### src/rtl/load_pkg.sv
// Shared encodings and helpers for the load/store byte-lane path.
package load_pkg;

  typedef enum logic [1:0] {
    SZ_B = 2'd0,
    SZ_H = 2'd1,
    SZ_W = 2'd2,
    SZ_D = 2'd3
  } size_e;

  typedef enum logic [1:0] {
    IDLE  = 2'd0,
    WAIT0 = 2'd1,
    WAIT1 = 2'd2,
    RESP  = 2'd3
  } state_e;

  function automatic logic [3:0] nbytes(input logic [1:0] size);
    return 4'd1 << size;
  endfunction

endpackage

### src/rtl/lsu_byte_extract.sv
// Selects nb bytes starting at byte offset off from a two-word window and
// zero- or sign-extends them to a full word.
module lsu_byte_extract #(
  parameter  int DATA_W = 32,
  localparam int OFFW   = $clog2(DATA_W / 8)
) (
  input  logic [2*DATA_W-1:0] words,
  input  logic [OFFW-1:0]     off,
  input  logic [3:0]          nb,
  input  logic                isUnsigned,
  output logic [DATA_W-1:0]   extended
);

  localparam logic [DATA_W-1:0] ONE = DATA_W'(1);

  logic [DATA_W-1:0] low;
  logic [DATA_W-1:0] keep;
  logic [DATA_W-1:0] fill;
  logic              signBit;
  int unsigned       nbBits;

  always_comb begin
    low    = DATA_W'(words >> {off, 3'b000});
    nbBits = 32'(nb) << 3;
    keep   = '1;
    if (nbBits < DATA_W) keep = (ONE << nbBits) - ONE;
    // Full-width accesses keep every bit, so the sign bit is never used there.
    signBit  = |(low & (ONE << (nbBits - 1)));
    fill     = (signBit && !isUnsigned) ? '1 : '0;
    extended = (low & keep) | (fill & ~keep);
  end

endmodule

### src/rtl/load_align_unit.sv
// Load-data path: issues one or two word-aligned reads per request and
// returns the selected bytes extended to a full word.
module load_align_unit
  import load_pkg::*;
#(
  parameter int DATA_W         = 32,
  parameter int ADDR_W         = 32,
  parameter int ALLOW_MISALIGN = 1
) (
  input  logic              clk,
  input  logic              reset,
  input  logic              req_valid,
  output logic              req_ready,
  input  logic [ADDR_W-1:0] req_addr,
  input  logic [1:0]        req_size,
  input  logic              req_unsigned,
  output logic              mem_rd_en,
  output logic [ADDR_W-1:0] mem_addr,
  input  logic [DATA_W-1:0] mem_rdata,
  output logic              rsp_valid,
  input  logic              rsp_ready,
  output logic [DATA_W-1:0] rsp_data,
  output logic              rsp_exc
);

  localparam int BYTES = DATA_W / 8;
  localparam int OFFW  = $clog2(BYTES);

  state_e            state;
  logic [OFFW-1:0]   offQ;
  logic [3:0]        nbQ;
  logic              unsQ;
  logic              spanQ;
  logic [ADDR_W-1:0] wordAddrQ;
  logic [DATA_W-1:0] w0Q;
  logic [DATA_W-1:0] rspDataQ;
  logic              rspExcQ;

  logic [OFFW-1:0]     reqOff;
  logic [3:0]          reqNb;
  logic [ADDR_W-1:0]   reqWordAddr;
  logic                reqSpan;
  logic                reqIllegal;
  logic                accept;
  logic [2*DATA_W-1:0] window;
  logic [DATA_W-1:0]   extended;

  always_comb begin
    reqOff      = req_addr[OFFW-1:0];
    reqNb       = nbytes(req_size);
    reqWordAddr = {req_addr[ADDR_W-1:OFFW], {OFFW{1'b0}}};
    reqSpan     = (int'(reqOff) + int'(reqNb)) > BYTES;
    reqIllegal  = (int'(reqNb) > BYTES) || (reqSpan && (ALLOW_MISALIGN == 0));
    accept      = (state == IDLE) && req_valid && !reset;
  end

  // Read strobes are combinational so the data lands in the very next state.
  always_comb begin
    mem_rd_en = 1'b0;
    mem_addr  = '0;
    if (accept && !reqIllegal) begin
      mem_rd_en = 1'b1;
      mem_addr  = reqWordAddr;
    end else if ((state == WAIT0) && spanQ && !reset) begin
      mem_rd_en = 1'b1;
      mem_addr  = wordAddrQ + ADDR_W'(BYTES);
    end
  end

  always_comb begin
    window = {{DATA_W{1'b0}}, mem_rdata};
    if (state == WAIT1) window = {mem_rdata, w0Q};
  end

  lsu_byte_extract #(.DATA_W(DATA_W)) uExtract (
    .words      (window),
    .off        (offQ),
    .nb         (nbQ),
    .isUnsigned (unsQ),
    .extended   (extended)
  );

  always_ff @(posedge clk) begin
    if (reset) begin
      state     <= IDLE;
      offQ      <= '0;
      nbQ       <= '0;
      unsQ      <= 1'b0;
      spanQ     <= 1'b0;
      wordAddrQ <= '0;
      w0Q       <= '0;
      rspDataQ  <= '0;
      rspExcQ   <= 1'b0;
    end else begin
      case (state)
        IDLE: begin
          if (req_valid) begin
            offQ      <= reqOff;
            nbQ       <= reqNb;
            unsQ      <= req_unsigned;
            spanQ     <= reqSpan;
            wordAddrQ <= reqWordAddr;
            if (reqIllegal) begin
              rspDataQ <= '0;
              rspExcQ  <= 1'b1;
              state    <= RESP;
            end else begin
              state <= WAIT0;
            end
          end
        end
        WAIT0: begin
          w0Q <= mem_rdata;
          if (spanQ) begin
            state <= WAIT1;
          end else begin
            rspDataQ <= extended;
            rspExcQ  <= 1'b0;
            state    <= RESP;
          end
        end
        WAIT1: begin
          rspDataQ <= extended;
          rspExcQ  <= 1'b0;
          state    <= RESP;
        end
        RESP: begin
          if (rsp_ready) state <= IDLE;
        end
        default: state <= IDLE;
      endcase
    end
  end

  assign req_ready = (state == IDLE);
  assign rsp_valid = (state == RESP);
  assign rsp_data  = rspDataQ;
  assign rsp_exc   = rspExcQ;

endmodule

### config.mk
export PLATFORM = sky130hd
export DESIGN_NAME = load_align_unit
export DESIGN_NICKNAME = d
export VERILOG_FILES = /design/src/rtl/load_pkg.sv /design/src/rtl/lsu_byte_extract.sv /design/src/rtl/load_align_unit.sv
export SDC_FILE = /design/constraint.sdc
export NUM_CORES = 1
export LEC_CHECK = 0
export CAP_MARGIN = 20
export CELL_PAD_IN_SITES_DETAIL_PLACEMENT = 1
export CELL_PAD_IN_SITES_GLOBAL_PLACEMENT = 2
export CORE_MARGIN = 2
export CORE_UTILIZATION = 28
export CTS_CLUSTER_DIAMETER = 100
export CTS_CLUSTER_SIZE = 24
export DETAILED_ROUTE_END_ITERATION = 8
export GPL_ROUTABILITY_DRIVEN = 0
export PLACE_DENSITY_LB_ADDON = 0.1
export SYNTH_ARGS = -nofsm -noshare
export SYNTH_HDL_FRONTEND = slang
export SYNTH_SLANG_ARGS = --single-unit
export TNS_END_PERCENT = 10
### constraint.sdc
create_clock -name clk -period 2.15 [get_ports clk]
set_input_delay 0.3225 -clock clk [delete_from_list [all_inputs] [get_ports clk]]
set_output_delay 0.3225 -clock clk [all_outputs]
set_load 0.1 [all_outputs]
Word level (Yosys, flattened, before mapping)
Cells that the tools add are included.
{"block": "word_totals", "register_bits": 105, "input_bits": 71, "output_inout_bits": 68, "wordCells": 67}
{"block": "op_classes", "addsub": 4, "magnitude_cmp": 3, "n_eq_ne": 7, "shifts": 4, "mux": 20, "bitwise_logic": 5, "n_reduce_logical": 15}
{"operator": "32-bit 2-to-1 mux", "count": 7}
{"operator": "32-bit bitwise AND", "count": 3}
{"operator": "32-bit one-hot mux with 3 select lines", "count": 1}
{"operator": "64-bit 2-to-1 mux", "count": 1}
{"operator": "64-bit by 5-bit right shift with 32-bit output", "count": 1}
{"operator": "32-bit by 3-bit adder with 32-bit output, second input constant", "count": 1}
{"operator": "32-bit NOT", "count": 1}
{"operator": "32-bit bitwise OR", "count": 1}
{"operator": "32-bit OR reduction", "count": 1}
{"operator": "1-bit by 32-bit << shifter with 32-bit output, first input constant", "count": 1}
{"operator": "1-bit by 7-bit << shifter with 32-bit output, first input constant", "count": 1}
{"operator": "32-bit by 1-bit subtractor with 32-bit output, second input constant", "count": 1}
{"operator": "2-bit one-hot mux with 4 select lines", "count": 1}
{"operator": "7-bit by 1-bit subtractor with 8-bit output, second input constant", "count": 1}
{"operator": "7-bit by 6-bit less-than comparator with 1-bit output, second input constant", "count": 1}
{"operator": "1-bit logical AND", "count": 6}
{"operator": "1-bit 2-to-1 mux", "count": 6}
{"operator": "2-bit 2-to-1 mux", "count": 3}
{"operator": "2-bit by 4-bit adder with 5-bit output", "count": 1}
{"operator": "5-bit by 3-bit > comparator with 1-bit output, second input constant", "count": 1}
{"operator": "2-bit == test, second input constant", "count": 2}
{"operator": "4-bit by 3-bit > comparator with 1-bit output, second input constant", "count": 1}
{"operator": "2-bit by 1-bit != test with 1-bit output, second input constant", "count": 2}
{"operator": "2-bit != test, second input constant", "count": 2}
{"operator": "other kinds (8)", "count": 11}

Longest topological paths before layout
Gate-level depths: netlist of the first run.
{"block": "logic_depth", "word_depth": 11, "ltp_mapped": 10, "depth_no_buf": 7}

Modules after synthesis
From an unflattened synthesis of the first run, not the netlist that was laid out.
{"block": "unflattened", "cells_unflattened": 847, "hier_area_um2": 6638.9}
{"module": "load_align_unit", "instances": 1, "cells_per_inst": 677, "area_per_inst_um2": 5410.2, "seq_area_each_um2": 2102.0}
{"module": "lsu_byte_extract", "instances": 1, "cells_per_inst": 170, "area_per_inst_um2": 1228.7, "seq_area_each_um2": 0.0}

Least setup slack after synthesis of the first run
Ideal clock, no wire load.
{"block": "synth_path", "path_type": "register to output", "startpoint": "register state[0]", "endpoint": "output mem_rd_en", "arrival_ns": 4.045, "required_time_ns": 1.827, "path_slack_ns": -2.217, "stages_incl_launch_ff": 8, "n_path_buf": 2, "path_cell_list": "dfxtp_1 > inv_1 > ha_1 > clkbuf_1 > and2_1 > buf_2 > nand2_1 > o21ai_0"}
{"block": "synth_between", "elab_chain_cells": 5, "word_cells_on_any_way": 9, "classes_between": "1 x eq/ne; 2 x mux; 6 x reduce/logical"}
{"item": "start, declared", "line": "load_align_unit.sv:29", "rtl": "state_e state;"}
{"item": "start signal, assigned", "line": "load_align_unit.sv:85", "rtl": "state <= IDLE;"}
{"item": "start signal, assigned", "line": "load_align_unit.sv:106", "rtl": "state <= RESP;"}
{"item": "start signal, assigned", "line": "load_align_unit.sv:108", "rtl": "state <= WAIT0;"}
{"item": "2-bit logical NOT"}
{"item": "net req_ready", "line": "load_align_unit.sv:13", "rtl": "output logic req_ready,"}
{"item": "1-bit logical AND (2 in a row)", "line": "load_align_unit.sv:54", "rtl": "accept = (state == IDLE) && req_valid && !reset;"}
{"item": "1-bit logical AND", "line": "load_align_unit.sv:61", "rtl": "if (accept && !reqIllegal) begin"}
{"item": "1-bit 2-to-1 mux", "line": "load_align_unit.sv:61"}
{"item": "end, declared", "line": "load_align_unit.sv:17", "rtl": "output logic mem_rd_en,"}
The timed path passes the listed nets, and every way through them passes these cells.

Final worst setup path of the first run
{"block": "layout_path", "startpoint": "register wordAddrQ[2]", "endpoint": "output mem_addr[28]"}
{"block": "layout_between", "elab_chain_cells": 3}
{"item": "start, declared", "line": "load_align_unit.sv:34", "rtl": "logic [ADDR_W-1:0] wordAddrQ;"}
{"item": "start signal, assigned", "line": "load_align_unit.sv:102", "rtl": "wordAddrQ <= reqWordAddr;"}
{"item": "32-bit by 3-bit adder with 32-bit output", "line": "load_align_unit.sv:66", "rtl": "mem_addr = wordAddrQ + ADDR_W'(BYTES);"}
{"item": "32-bit 2-to-1 mux", "line": "load_align_unit.sv:64", "rtl": "end else if ((state == WAIT0) && spanQ && !reset) begin"}
{"item": "32-bit 2-to-1 mux", "line": "load_align_unit.sv:61"}
{"item": "end, declared", "line": "load_align_unit.sv:18", "rtl": "output logic [ADDR_W-1:0] mem_addr,"}
No other way between the ends.

==> run summary, run 1 <==
via count -> 6271
FF+latch count, synth -> 105
largest net degree at the start of global routing -> 64
first-pass GRT wire length -> 36.9 mm
Worst Clk Skew -> 0.0107 ns
DRT Wirelength -> 23.0 mm
Yosys warning count -> 0
Area Growth Syn to Fin -> 57.4%
Detailed Routing Iterations Pass 1 -> 4
critical path, cell by cell -> ha_4, nand3_4, buf_6, nor3_4, buf_6, nand4_1, xor2_2, o21ai_4, buf_12
total CTS buffers -> 9
cts hold-fix bufs -> 0
worst hold start -> wordAddrQ[31]
Worst Hold Class -> reg -> reg
CTS H-tree lvls -> 3
vias in the first global route -> 6789
ys flop type -> dfxtp_1
Mapped Cells -> 744
Die Y -> 156 µm
Async SR Flop Fraction -> 0%
Crit Path Category -> reg -> out
die area -> 24300 µm²
cell area after layout -> 10100 µm²
# IOs -> 139
Required @ worst endpoint -> 1.83 ns
Fin. Hold Viols -> 0
largest cells by area after synthesis -> dfxtp_1 33%, mux2i_1 11%, nand2_1 7.2%
wire per inst -> 18.7 µm
Yosys top cell area share -> 32.6%
final setup margin -> -0.267 ns
Distinct cells, synth -> 67
layout cells sized above 1 -> 35.5%
VDD IR max -> 0.000435 V
syn_area_per_cell -> 8.66 µm²
Core Area -> 22600 µm²
status -> finished with violations
Data arrival, critical path -> 2.09 ns
fin crit share -> 112%
cell with the most instances after synthesis -> nand2_1
R2R Path Start -> state[0]
RSZ-0062 raised after global routing -> yes
clock sinks -> 105
Slew Limit Fails -> 0
hpwl dp -> 16.7 mm
Leak Pwr -> 0.00379 µW
failing checks -> setup timing
dpl cell area -> 9190 µm²
initial core utilization -> 28.5%
Die W -> 156 µm
Max stage delay on crit path -> 0.37 ns
Setup crit start kind -> flip-flop
PortBufs -> 136
Syn Std Cell Area -> 6450 µm²
min cycle time layout -> 2.42 ns
Worst setup EP type -> primary output
Root Buffer -> clkbuf_16
share of the yosys chip area belonging to registers -> 32.6%
Slowest-stage cell, CP -> dfxtp_4
area leader, netlist -> dfxtp_1
pre-CTS setup slack -> -0.252 ns
global route overflow -> 0
Tot GR Track Use -> 19.2%
Iter 0 DRT Violations -> 189
vias per inst -> 5.10
Clock transition at path regs -> 0.08 ns
FMAX -> 414 MHz
Setup-failing EPs final -> 30
drt drc -> 0
Slew @ Worst Pin -> 0.715 ns
Routed Antenna Nets -> 0
initial antenna violation count -> 1
Crit. Startpoint -> wordAddrQ[2]
Max Cap Violations -> 0
Post-synth top cells -> 123 x nand2_1, 105 x dfxtp_1, 69 x mux2i_1
Clock Latency Late Sink -> 0.35 ns
Max FO, Critical Path -> 6
maximum clock path buffer count -> 2
Slew headroom -> 52.4%
Top cell by count, worst path -> buf_6
Site Rows -> 55
Power Density -> 994 nW/µm²
final net count -> 1020
fin util -> 44.8%
CTS tree -> done
number of enable flip-flop cells after synthesis -> 0
## logic make-up (layout without fill, tap and decap cells)
kind of cell | Yosys count | after routing | share of synthesized area, %
other | 1 | 3 | 0.0582
adders and majority gates | 10 | 10 | 2.06
DFF | 105 | 105 | 32.6
buffers and inverters | 73 | 272 | 5.98
and+or+nand+nor | 256 | 256 | 18.6
muxes | 95 | 95 | 18.2
AOI/OAI and AO/OA | 175 | 175 | 18.6
xor gates and xnor gates | 29 | 29 | 3.94
## registers in the layout, summed over array words and instances, names as in the netlist
name	cells
rsp_exc	1
nbQ	4
state	2
wordAddrQ	30
rsp_data	32
spanQ	1
w0Q	32
offQ	2
unsQ	1
## report_power, final
group / leakage (µW) / switching, µW / internal [µW]
Clock: 0.000147 / 836 / 930
Sequential: 0.000861 / 289 / 2310
Combinational: 0.00278 / 3380 / 2340
Total: 0.00379 / 4510 / 5580
## stage by stage
step / cells / total power [µW] / hold WS (ns) / setup TNS [ns]
6_report: 1230 / 10100 / 0.474 / -6.84
3_3_place_gp: 1192 / 7830 / 0.458 / -2.07
4_1_cts: 1226 / 10100 / 0.477 / -8.57
5_1_grt: 1230 / 10700 / 0.499 / -10.08
3_5_place_dp: 1192 / 7950 / 0.467 / -5.98
2_1_floorplan: 745 / 6330 / 0.448 / -7.45
## placed cells by master (no fill, tap or decap), types with 4 or more instances in the layout
cell type        synthesis  final
o21ai_1                 30     11
buf_12                   0     40
o21ai_0                 17      6
mux2i_1                 69     64
nand3_2                  1      5
buf_6                    8      7
nand2_1                123    118
mux2_2                   5      4
a21oi_1                 38     38
nand4_1                 12     12
o22ai_2                  8     12
clkbuf_16                0      9
dfxtp_1                105     95
xnor2_1                 11     10
a2bb2oi_2                3      5
o21ai_4                  0     29
mux4_2                  15     15
xor2_2                   0      8
inv_1                   13     11
nor2_1                  58     55
nand3_1                 20     14
xor2_1                  18     10
a2bb2oi_1               11      9
a22oi_1                 21     18
ha_4                     0      4
ha_1                     9      5
mux2i_2                  0      5
clkdlybuf4s50_1          0     69
buf_4                    7    120
dfxtp_2                  0      7
and3_1                   6      4
o22ai_1                 19     15
## cell type report
class	instances	area, µm²
inverter	14	52.6
clock inverter	7	85.1
sequential	105	2120
multi-input combinational	567	4670
fill	2509	12500
clock buffer	9	225
timing repair buffer	242	2630
antenna	1	2.50
tap	285	357
## worst max-delay path: cells and delay by family, from the launching register on
kind | cells | cell delay, ns
fa+ha+maj | 1 | 0.16
compound gates | 1 | 0.21
simple gates | 3 | 0.33
flops | 1 | 0.37
xor+xnor | 1 | 0.19
buf+inv | 3 | 0.48
## routing by layer
layer / GRT usage (%) / part of all wire (%)
met1: 24.5 / 45
met2: 34.4 / 51
met3: 2.44 / 2.9
met4: 4.89 / 1.4
met5: 0 / 0
## path summary, 6_finish.rpt
path | depth (start not counted) | slack, ns | to
max | 9 | -0.27 | mem_addr[28]
min | 2 | 0.47 | wordAddrQ[31]
max reg2reg | 12 | 0.02 | rsp_data[28]
min reg2reg | 2 | 0.47 | wordAddrQ[31]
## what timing repair did
item / 4_1_cts / 5_1_grt
resized for setup: 48 / 40
pin swaps: 28 / 15
setup buffers: 14 / 3
gates cloned: 4 / 0
endpoints found under the setup margin: 33 / 56
(Power assumes the default switching activity.)
==> run 2: changes to the inputs <==
--- a/config.mk
+++ b/config.mk
@@ -13,8 +13,8 @@
 export CTS_CLUSTER_DIAMETER = 100
 export CTS_CLUSTER_SIZE = 24
 export DETAILED_ROUTE_END_ITERATION = 8
-export GPL_ROUTABILITY_DRIVEN = 0
 export PLACE_DENSITY_LB_ADDON = 0.1
+export SLEW_MARGIN = 25
 export SYNTH_ARGS = -nofsm -noshare
 export SYNTH_HDL_FRONTEND = slang
 export SYNTH_SLANG_ARGS = --single-unit
==> results of run 2 <==
No change in the layout: final DEF, timing and power equal those of run 1.
